==> config.mk <==
export PLATFORM = sky130hd
export DESIGN_NAME = pipe_hazard_ctrl
export DESIGN_NICKNAME = d
export VERILOG_FILES = /design/src/rtl/pipe_hazard_ctrl.sv
export SDC_FILE = /design/constraint.sdc
export NUM_CORES = 1
export LEC_CHECK = 0
export ABC_AREA = 1
export CAP_MARGIN = 10
export CORE_UTILIZATION = 24
export DETAILED_ROUTE_END_ITERATION = 8
export DONT_BUFFER_PORTS = 1
export PLACE_DENSITY_LB_ADDON = 0.15
export RECOVER_POWER = 50
export SETUP_SLACK_MARGIN = 0.15
export SYNTH_ARGS = -nofsm -noshare
export SYNTH_HDL_FRONTEND = slang
export SYNTH_SLANG_ARGS = --single-unit
export TNS_END_PERCENT = 30
==> constraint.sdc <==
create_clock -name clk -period 1.8 [get_ports clk]
set_clock_uncertainty 0.1 [all_clocks]
set_input_delay 0.36 -clock clk [delete_from_list [all_inputs] [get_ports clk]]
set_output_delay 0.36 -clock clk [all_outputs]
set_load 0.05 [all_outputs]
==> src/rtl/pipe_hazard_ctrl.sv <==
// rtl/pipe_hazard_ctrl.sv - RV32I pipeline hazard/control unit: forwarding, load-use stalls, redirects, interrupt drain
module pipe_hazard_ctrl #(
  parameter int NFWD         = 2,
  parameter int LU_STALL_CYC = 1,
  parameter int BR_FLUSH_CYC = 1,
  localparam int SW          = $clog2(NFWD + 1)
) (
  input  logic              clk,
  input  logic              rst,
  input  logic [4:0]        rs1_if,
  input  logic [4:0]        rs2_if,
  input  logic              use_rs1_if,
  input  logic              use_rs2_if,
  input  logic [4:0]        rs1_de,
  input  logic [4:0]        rs2_de,
  input  logic [4:0]        rd_de,
  input  logic              rf_en_de,
  input  logic              is_load_de,
  input  logic [5*NFWD-1:0] rd_fw,
  input  logic [NFWD-1:0]   rf_en_fw,
  input  logic              br_taken_de,
  input  logic              mret_de,
  input  logic              irq_req,
  output logic [SW-1:0]     fwd_sel_a,
  output logic [SW-1:0]     fwd_sel_b,
  output logic              stall_if,
  output logic              flush_de,
  output logic              redir_vld,
  output logic [1:0]        redir_sel,
  output logic              epc_we,
  output logic              irq_ack
);

  typedef enum logic [2:0] {
    S_RUN   = 3'd0,
    S_LU    = 3'd1,
    S_FL    = 3'd2,
    S_DRAIN = 3'd3,
    S_TRAP  = 3'd4
  } state_t;

  localparam logic [1:0] SEL_ALU  = 2'd0;
  localparam logic [1:0] SEL_TRAP = 2'd1;
  localparam logic [1:0] SEL_EPC  = 2'd2;

  // Counter preloads; a sequence of length 1 never leaves RUN, so the
  // clamped value is unused in that case.
  localparam logic [2:0] LU_LOAD    = 3'(LU_STALL_CYC > 1 ? LU_STALL_CYC - 2 : 0);
  localparam logic [2:0] FL_LOAD    = 3'(BR_FLUSH_CYC > 1 ? BR_FLUSH_CYC - 2 : 0);
  localparam logic [2:0] DRAIN_LOAD = 3'(NFWD - 1);

  state_t     state;
  logic [2:0] cnt;

  logic       redirect;
  logic       load_use;
  logic       rd_de_nz;
  logic       rs1_hit;
  logic       rs2_hit;
  logic [SW-1:0] sel_a_raw;
  logic [SW-1:0] sel_b_raw;

  // Redirect request and load-use detection against the instruction in IF.
  always_comb begin
    redirect = br_taken_de | mret_de;
    rd_de_nz = (rd_de != 5'd0);
    rs1_hit  = use_rs1_if & (rs1_if == rd_de);
    rs2_hit  = use_rs2_if & (rs2_if == rd_de);
    load_use = is_load_de & rf_en_de & rd_de_nz & (rs1_hit | rs2_hit);
  end

  // Forward select: scan oldest to youngest so the youngest matching stage wins.
  always_comb begin
    sel_a_raw = '0;
    sel_b_raw = '0;
    for (int k = NFWD - 1; k >= 0; k--) begin
      if (rf_en_fw[k] && (rs1_de != 5'd0) && (rd_fw[5*k +: 5] == rs1_de)) begin
        sel_a_raw = SW'(k + 1);
      end
      if (rf_en_fw[k] && (rs2_de != 5'd0) && (rd_fw[5*k +: 5] == rs2_de)) begin
        sel_b_raw = SW'(k + 1);
      end
    end
  end

  // Control sequencer: RUN arbitrates irq > redirect > load-use, others count down.
  always_ff @(posedge clk or posedge rst) begin
    if (rst) begin
      state <= S_RUN;
      cnt   <= 3'd0;
    end else begin
      case (state)
        S_RUN: begin
          if (irq_req) begin
            state <= S_DRAIN;
            cnt   <= DRAIN_LOAD;
          end else if (redirect) begin
            if (BR_FLUSH_CYC > 1) begin
              state <= S_FL;
              cnt   <= FL_LOAD;
            end
          end else if (load_use) begin
            if (LU_STALL_CYC > 1) begin
              state <= S_LU;
              cnt   <= LU_LOAD;
            end
          end
        end
        S_LU, S_FL: begin
          if (cnt == 3'd0) begin
            state <= S_RUN;
          end else begin
            cnt <= cnt - 3'd1;
          end
        end
        S_DRAIN: begin
          if (cnt == 3'd0) begin
            state <= S_TRAP;
          end else begin
            cnt <= cnt - 3'd1;
          end
        end
        S_TRAP: begin
          state <= S_RUN;
          cnt   <= 3'd0;
        end
        default: begin
          state <= S_RUN;
          cnt   <= 3'd0;
        end
      endcase
    end
  end

  // Output decode from the current state and, in RUN, the same-cycle requests.
  always_comb begin
    fwd_sel_a = '0;
    fwd_sel_b = '0;
    stall_if  = 1'b0;
    flush_de  = 1'b0;
    redir_vld = 1'b0;
    redir_sel = SEL_ALU;
    epc_we    = 1'b0;
    irq_ack   = 1'b0;
    if (!rst) begin
      fwd_sel_a = sel_a_raw;
      fwd_sel_b = sel_b_raw;
      case (state)
        S_RUN: begin
          if (redirect) begin
            redir_vld = 1'b1;
            redir_sel = mret_de ? SEL_EPC : SEL_ALU;
            flush_de  = 1'b1;
          end
          if (irq_req) begin
            stall_if = 1'b1;
            flush_de = 1'b1;
          end else if (!redirect && load_use) begin
            stall_if = 1'b1;
            flush_de = 1'b1;
          end
        end
        S_LU, S_DRAIN: begin
          stall_if = 1'b1;
          flush_de = 1'b1;
        end
        S_FL: begin
          flush_de = 1'b1;
        end
        S_TRAP: begin
          redir_vld = 1'b1;
          redir_sel = SEL_TRAP;
          epc_we    = 1'b1;
          irq_ack   = 1'b1;
          flush_de  = 1'b1;
        end
        default: begin
          flush_de = 1'b0;
        end
      endcase
    end
  end

endmodule
### After elaboration in Yosys (flattened, before gate mapping)

Index checks and enable logic that the tools add are counted.

* register bits after elaboration: 6
* input bits: 46
* output and inout bits: 11
* logic and storage cells: 75

* add/subtract/negate cells: 1
* equal/unequal tests: 14
* muxes and demuxes: 30
* bitwise operators: 7
* reductions and logical operators: 21

Operators by type and width (count)
* $eq 5x5->1: 6
* $mux 2: 9
* $mux 3: 5
* $reduce_bool 5->1: 3
* $mux 1: 10
* $logic_and 1x1->1: 9
* $pmux 3 s3: 1
* $ne 2x2->1 const B: 4
* $eq 3x2->1 const B: 2
* $logic_not 3->1: 2
* $pmux 1 s2: 3
* $pmux 3 s2: 1
* $and 1x1->1: 5
* $pmux 2 s2: 1
* $reduce_or 2->1: 2
* $reduce_or 4->1: 1
* $eq 3x1->1 const B: 1
* $eq 3x3->1 const B: 1
* $reduce_and 3->1: 1
* $reduce_or 3->1: 1
* $sub 3x1->3 const B: 1
* $or 1x1->1: 2
* $reduce_and 2->1: 1
* $logic_not 1->1: 1

### Logic depth before layout (Yosys ltp)

Gate-level depths: netlist of run 1.

* depth after elaboration: 9
* mapped depth: 10
* gate-level depth less buffers: 10

### Worst setup path after synthesis of run 1

OpenSTA, ideal clock, no wires.

* path kind: register -> output
* from: register state[1]
* to: output redir_vld
* arrival time: 1.752 ns
* data required time: 1.340 ns
* setup slack: -0.412 ns
* cell stages (with the launch flop): 5
* path buffers: 0
* path through: dfrtp_1 inv_1 ha_1 inv_1 o21ai_0

* word-level cells in the longest chain between the ends: 3
* elaborated cells on any way between the ends: 4
* those cells by class: eq/ne: 1; mux: 2; reduce/logical: 1

Ends and longest elaborated chain
* start: declaration: RTL line 52 `state_t state;`
* start signal: assignment: RTL line 89 `state <= S_RUN;`
* start signal: assignment: RTL line 95 `state <= S_DRAIN;`
* start signal: assignment: RTL line 99 `state <= S_FL;`
* $eq 3x3->1 or $logic_not 3->1 (tied branches): RTL line 148 `case (state)`
* $pmux 1 s2 *: RTL line 148
* $mux 1 *: RTL line 145 `if (!rst) begin`
* end: declaration: RTL line 28 `output logic redir_vld,`

Mark *: on every way between the ends. The rest lies on a longest branch, timed or not.

### Worst setup path in the final report of run 1

* from: register state[1]
* to: output flush_de

* word-level cells in the longest chain between the ends: 4
* elaborated cells on any way between the ends: 8
* those cells by class: eq/ne: 4; mux: 2; reduce/logical: 2

Ends and longest elaborated chain
* $eq 3x2->1, or another cell as far along: RTL line 148
* $reduce_or 4->1 (no source line)
* $pmux 1 s2 *: RTL line 148
* $mux 1 *: RTL line 145
* end: declaration: RTL line 27 `output logic flush_de,`

Marks and branches as above.

==> results list, run 1 <==
- Post-Place Cells: 234
- Initial antenna violation count: 0
- Sequential share of the synthesized area: 12.8%
- From synthesis to final layout, the design area changed by 46.2%.
- Setup-failing EPs final: 2
- Final hold slack: 0.337 ns
- Placed Instance Area: 1240 um^2
* Sinks on Clock Net: 5
* Number of distinct standard cells referenced by the synthesized netlist: 27
- The die covers between 4000 and 5000 um^2.
* Buf/Inv on CP: 3
* Count of input and output buffers: 0
* CTS buffer count: 3
- Summed over all cells, the static leakage comes to 0.688 nW.
* Sort of element at the end of the critical path: primary output
- Total of fill cells in the finished design: 410
- At the end of the flow the core is filled with cells to 37.8%.
- For the worst-skew pair, the clock arrives at the later sink with an insertion delay of 0.22 ns.
- Row cnt: 22
- Global routing used 13.7% of the available tracks.
- The worst hold path belongs to the class input port to flop.
* Final Net Count: 248
- Async set or reset register ratio after synthesis: 100%
- Non-Filler Instances: 242
- Starting density of the core: 25.9%
- After clock tree synthesis, the clock-pin slew on the worst setup and hold paths is 0.04 ns.
* Slowest cell delay on critical path: 0.42 ns
- Count of warnings emitted by yosys: 0
- PD cells: 996 nW/um^2
- Detail Route Antenna Nets: 0
- Multiplexer fraction of the synthesized cell area: 0%
- Slew Limit Fails: 0
* Post-synthesis instance area: 976 um^2
- Routed len/inst: approximately 12 um
- Tmin final: about 1.8 ns
- The worst setup path is of the flop to primary output kind.
* Post-synthesis instance total: around 180
- Ratio of cells with drive above 1 in the final layout: 29.4%
- Library cell contributing the largest single delay on the critical path: dfrtp_1
- The first global-routing pass estimated 4750 um of wire.
- In the finished design, the share of the clock period the worst path needs comes to 101%.
- The setup check on the worst reg-to-reg path leaves a slack of 0.35 ns.
* TritonCTS clock tree: built
- DPL Wire Length: 2270 um
- Of the total synthesized cell area, the portion taken by AND, OR, NAND and NOR gates is 39.5%.
* Total non-filler cell area in the finished layout: about 1400 um^2
* Final Routed Wirelength: 2780 um
- Root buf cell: clkbuf_8
* Synth Area in Adders: ~9.0%
- Across the run, the number of max-cap violations was 0.
* Via count: 1104
- When the netlist entered floorplanning its net count stood at around 230.
* Die Ht: about 66 um
- Data required, critical path: approximately 1.3 ns
- Total overflow reported by the global router: 0
* Worst relative slew slack: 74.4%
* Xor-xnor portion of the synthesized cell area: 8.97%
- For the pin with the worst max-slew slack, the measured transition is between 0.3 and 0.4 ns.
- The flow ran to the end, but the final reports show violations.
- 0 antenna diodes ended up in the layout.
- Standard cell core area: 3770 um^2
* Crit path setup slack, layout: -0.0165 ns
- Total count of hold-check failures in the final report: 0
- After synthesis, the mean cell area works out to 5.55 um^2.
* Final weighted congestion in routability-driven placement: about 0.75
- Unrepaired setup endpoints after global routing: yes
* Area fraction in compound gates after synthesis: ~14%
- After the first detailed-routing iteration, the DRC count stood at 34.
- Largest delay contributor family on the critical path: flip-flops
* Top flip-flop cell by instance count after synthesis: dfrtp_1
- CTS built an H-tree with a depth of 1.
* Critical path, cell by cell: inv_2 -> ha_4 -> buf_6 -> nand2_4 -> a21oi_4 -> buf_12
* Number of global-route vias before repair: 1184
- PnR Total Power: 0.00142 W
- Failing checks: negative setup slack
* Startpoint kind of the worst setup timing path: flop
* Largest net degree at the start of global routing: 10
* Timing-limited maximum frequency: 0.551 GHz
- Synthesis inferred 5 register bits.
* I/O pin total: 57
- Via-to-Cell Ratio: 4.56
- Critical Path AT: about 1.4 ns
* Post-route DRC: 0
- Worst ir drop on vdd: 950 uV
* Die Width: 65.8 um
- Count of flip-flops with a built-in enable after synthesis: 0
- Combinational family with the most area after synthesis: simple AND/OR/NAND/NOR gates
- Crit-path max FO: 4
* Router iterations before antenna repair: 4
- No sink is reached through more buffers than the 2 on the longest clock path.
## cell type report
class / count / area, um^2 / area share [%]
multi-input cells: 132 / 847 / 59.4
inverters: 37 / 140 / 9.82
clock buffers: 4 / 45.0 / 3.16
repair buffers: 16 / 209 / 14.6
well taps: 48 / 60.1 / 4.21
flip-flops and latches: 5 / 125 / 8.77
## timing repair
action / CTS / global route
resized for setup: 18 / 15
hold buffers: 1 / 0
buffers inserted: 3 / 0
endpoints found under the hold margin: 5 / 0
pin swaps: 12 / 17
setup endpoints to repair: 9 / 14
## state kept, by name, summed over array words and instances (netlist names)
signal  count
cnt         3
state       2
## routing by layer
| layer | wire, um | GRT usage (%) | vias up | part of all wire [%] |
|---|---|---|---|---|
| met2 | 1340 | 25.0 | 50 | 48 |
| met3 | 288 | 3.28 | 2 | 10 |
| li1 | - | - | 580 | - |
| met4 | 17 | 2.45 | 0 | 0.61 |
| met5 | 0 | 0 | - | 0 |
| met1 | 1140 | 16.2 | 472 | 41 |
## kinds of logic (layout without fill, tap and decap cells)
| logic type | Yosys count | in the layout |
|---|---|---|
| flops | 5 | 5 |
| buf+inv | 39 | 57 |
| compound gates | 22 | 22 |
| xor+xnor | 10 | 10 |
| fa+ha+maj | 7 | 7 |
| simple gates | 93 | 93 |
## power breakdown
| group | total [W] | switching [W] | internal [W] |
|---|---|---|---|
| combinational | 0.00102 | 0.000581 | 0.000438 |
| clock | 0.000203 | 0.0000511 | 0.000152 |
| sequential | 0.000199 | 0.0000404 | 0.000159 |
## cell usage after synthesis (2+ instances only)
master	n	share of area, %
nand2_1	54	21
dfrtp_1	5	13
nand4_1	2	1.3
ha_1	7	9.0
a21oi_1	3	1.5
inv_2	6	2.3
xnor2_1	4	3.6
xor2_1	6	5.4
o21ai_0	6	3.1
nand3_1	5	2.6
o31ai_1	2	1.5
inv_1	31	12
o22ai_1	5	3.2
nor3_1	4	2.1
nor2_1	23	8.8
a211oi_1	2	1.5
## worst reg2reg max path, cell delays in order (launching register included)
cell     delay (ns)
dfrtp_1        0.42
inv_2          0.12
ha_4           0.16
inv_2          0.06
nor2_1         0.15
inv_1          0.09
o21ai_2        0.11
nand2_1        0.08
o31ai_1        0.07
## worst paths after layout
check / endpoint / cells past startpoint / startpoint
setup / recovery: flush_de / 6 / state[1]$_DFFE_PP0P_
hold / removal: cnt[1]$_DFFE_PP0P_ / 2 / irq_req
setup reg to reg: cnt[1]$_DFFE_PP0P_ / 8 / state[1]$_DFFE_PP0P_
hold reg to reg: cnt[0]$_DFFE_PP0P_ / 2 / cnt[0]$_DFFE_PP0P_
max in group asynchronous: cnt[1]$_DFFE_PP0P_ / 2 / rst
min in group asynchronous: state[2]$_DFFE_PP0P_ / 2 / rst
## placed cells by master, fill, tap and decap left out, types with 2 or more instances in the layout
master / n
nand2_1: 48
inv_1: 26
nor2_1: 14
inv_2: 10
xor2_1: 6
nor2_2: 6
buf_12: 6
buf_4: 6
o22ai_1: 5
nand3_1: 5
nand2_2: 5
ha_1: 5
dfrtp_1: 5
nor2_4: 4
o21ai_0: 3
xnor2_1: 3
nor3_2: 3
clkbuf_8: 3
buf_6: 3
a21oi_1: 2
o31ai_1: 2
nand4_1: 2
a21oi_4: 2
a211oi_1: 2
## through the flow
step | worst slack, ns | TNS, ns
2_1_floorplan | -0.0270 | -0.0270
5_1_grt | -0.0648 | -0.320
6_report | -0.0165 | -0.0184
3_3_place_gp | 0.0710 | 0
3_5_place_dp | 0.0758 | 0
4_1_cts | -0.0148 | -0.0212
Power figures use the tool's default switching activity.
==> run 2: changes to the inputs <==
--- a/config.mk
+++ b/config.mk
@@ -6,7 +6,6 @@
 export NUM_CORES = 1
 export LEC_CHECK = 0
 export ABC_AREA = 1
-export CAP_MARGIN = 10
 export CORE_UTILIZATION = 24
 export DETAILED_ROUTE_END_ITERATION = 8
 export DONT_BUFFER_PORTS = 1
==> results of run 2 <==
The final DEF is identical to that of run 1; final timing and power are the same.
==> variant: new RTL, config.mk and constraints of run 1 <==
Change the parameter `NFWD` from 2 to 4.
--- a/src/rtl/pipe_hazard_ctrl.sv
+++ b/src/rtl/pipe_hazard_ctrl.sv
@@ -2,3 +2,3 @@
 module pipe_hazard_ctrl #(
-  parameter int NFWD         = 2,
+  parameter int NFWD         = 4,
   parameter int LU_STALL_CYC = 1,
Interface: changed (resized fwd_sel_a, fwd_sel_b, rd_fw and rf_en_fw); port bits go from 57 to 71. No check against the original RTL was run, so the function may have changed too.
==> variant against run 1 <==
  * The run still ends with setup timing left
  * Register-to-register slack lost 0.17 ns
  * Sequential cell count unchanged
  * Worst setup slack got worse by 0.0014 ns
  * Worst hold slack worse by 0.016 ns
  * Cell area grew 45%
  * Area after synthesis is 36% higher
  * Sequential power decreased by 2%
  * Power up 7.0%
  * Global-route usage up 0.75 points
  * Wire length up 53%
  * Die area rose by 35%
  * Non-clock buffer count up 13
  * Critical endpoint unchanged
==> variant: results (changes against run 1) <==
Status -> finished, violations left (unchanged)
Violated checks -> setup timing (unchanged)
DR WL met3 -> 480 um (was 288 um)
Met1 wire length -> 1.769 mm (was 1.139 mm)
Comb power frac -> 73.6% (was 71.7%)
Syn Inst Count -> 238 (was 176)
Sequential share of the synthesized area -> 9.443% (was 12.82%)
Clock share of power -> 13.5% (was 14.3%)
Pin count of the biggest net entering global routing -> 11 (was 10)
Post-CTS sizing -> 39 (was 18)
CP max FO -> 3 (was 4)
Hold depth -> 3 (was 2)
Hold Path End -> state[2]$_DFFE_PP0P_ (was cnt[1]$_DFFE_PP0P_)
Finished Layout Cells -> 335 (was 242)
Number of fill cells -> 559 (was 410)
DRT iter0 DRCs -> 54 (was 34)
Grt met3 use -> 6.228% (was 3.276%)
Post-route setup TNS -> -0.01783 ns (was -0.01841 ns)
Post-DP HPWL -> 3.486 mm (was 2.273 mm)
Grt met2 use -> 26.40% (was 25.00%)
Layout cells sized above 1 -> 35.85% (was 29.38%)
Global-route wire length before repair -> 7.031 mm (was 4.747 mm)
Startpoint of the worst register-to-register path -> state[2]$_DFFE_PP0P_ (was state[1]$_DFFE_PP0P_)
WL final -> 4.251 mm (was 2.784 mm)
Synth top cells by count -> nand2_1 (58), inv_1 (31), nor2_1 (31) (was nand2_1 (54), inv_1 (31), nor2_1 (23))
Pwr Total -> 0.001520 W (was 0.001421 W)
Reg2reg path depth -> 10 (was 8)
Area after DPL -> 1775 um^2 (was 1236 um^2)
Syn Nets -> 303 (was 229)
Dpl cells -> 325 (was 234)
Place WS -> -0.1373 ns (was 0.07582 ns)
Final worst slack -> -0.01783 ns (was -0.01646 ns)
Slew HR -> 80.52% (was 74.41%)
Met1 usage -> 15.85% (was 16.20%)
Post-synthesis adder-cell area fraction -> 6.610% (was 8.974%)
Switch share -> 44.26% (was 47.34%)
R2r endpoint -> cnt[0]$_DFFE_PP0P_ (was cnt[1]$_DFFE_PP0P_)
Final setup violation count -> 1 (was 2)
LEAKAGE -> 0.9468 nW (was 0.6877 nW)
DR WL met2 -> 1.988 mm (was 1.338 mm)
==> variant: changes by cell type in the layout (fill, tap and decap cells not counted), moves of 4 or more <==
cell | before | now
nand3_2 | 0 | 4
nor2_1 | 14 | 20
buf_12 | 6 | 12
inv_2 | 10 | 14
xor2_1 | 6 | 11
a21oi_1 | 2 | 6
inv_4 | 0 | 5
buf_4 | 6 | 12
nand2_1 | 48 | 54
o21ai_1 | 1 | 5
nand4_1 | 2 | 7
==> variant: area by class of cell <==
type	count	area (um^2)	area share, %
multi-input cells	180	1237	59.76
flip-flops and latches	5	126.4	6.103
inverters	47	196.4	9.486
clock buffers	4	45.04	2.175
well taps	70	87.58	4.230
repair buffers	29	377.9	18.25
==> variant: worst max-delay path, cell delays in order, from the launching register on <==
cell and delay, ns:
dfrtp_2 0.43, ha_2 0.19, or2_4 0.23, a21oi_4 0.13, buf_12 0.15
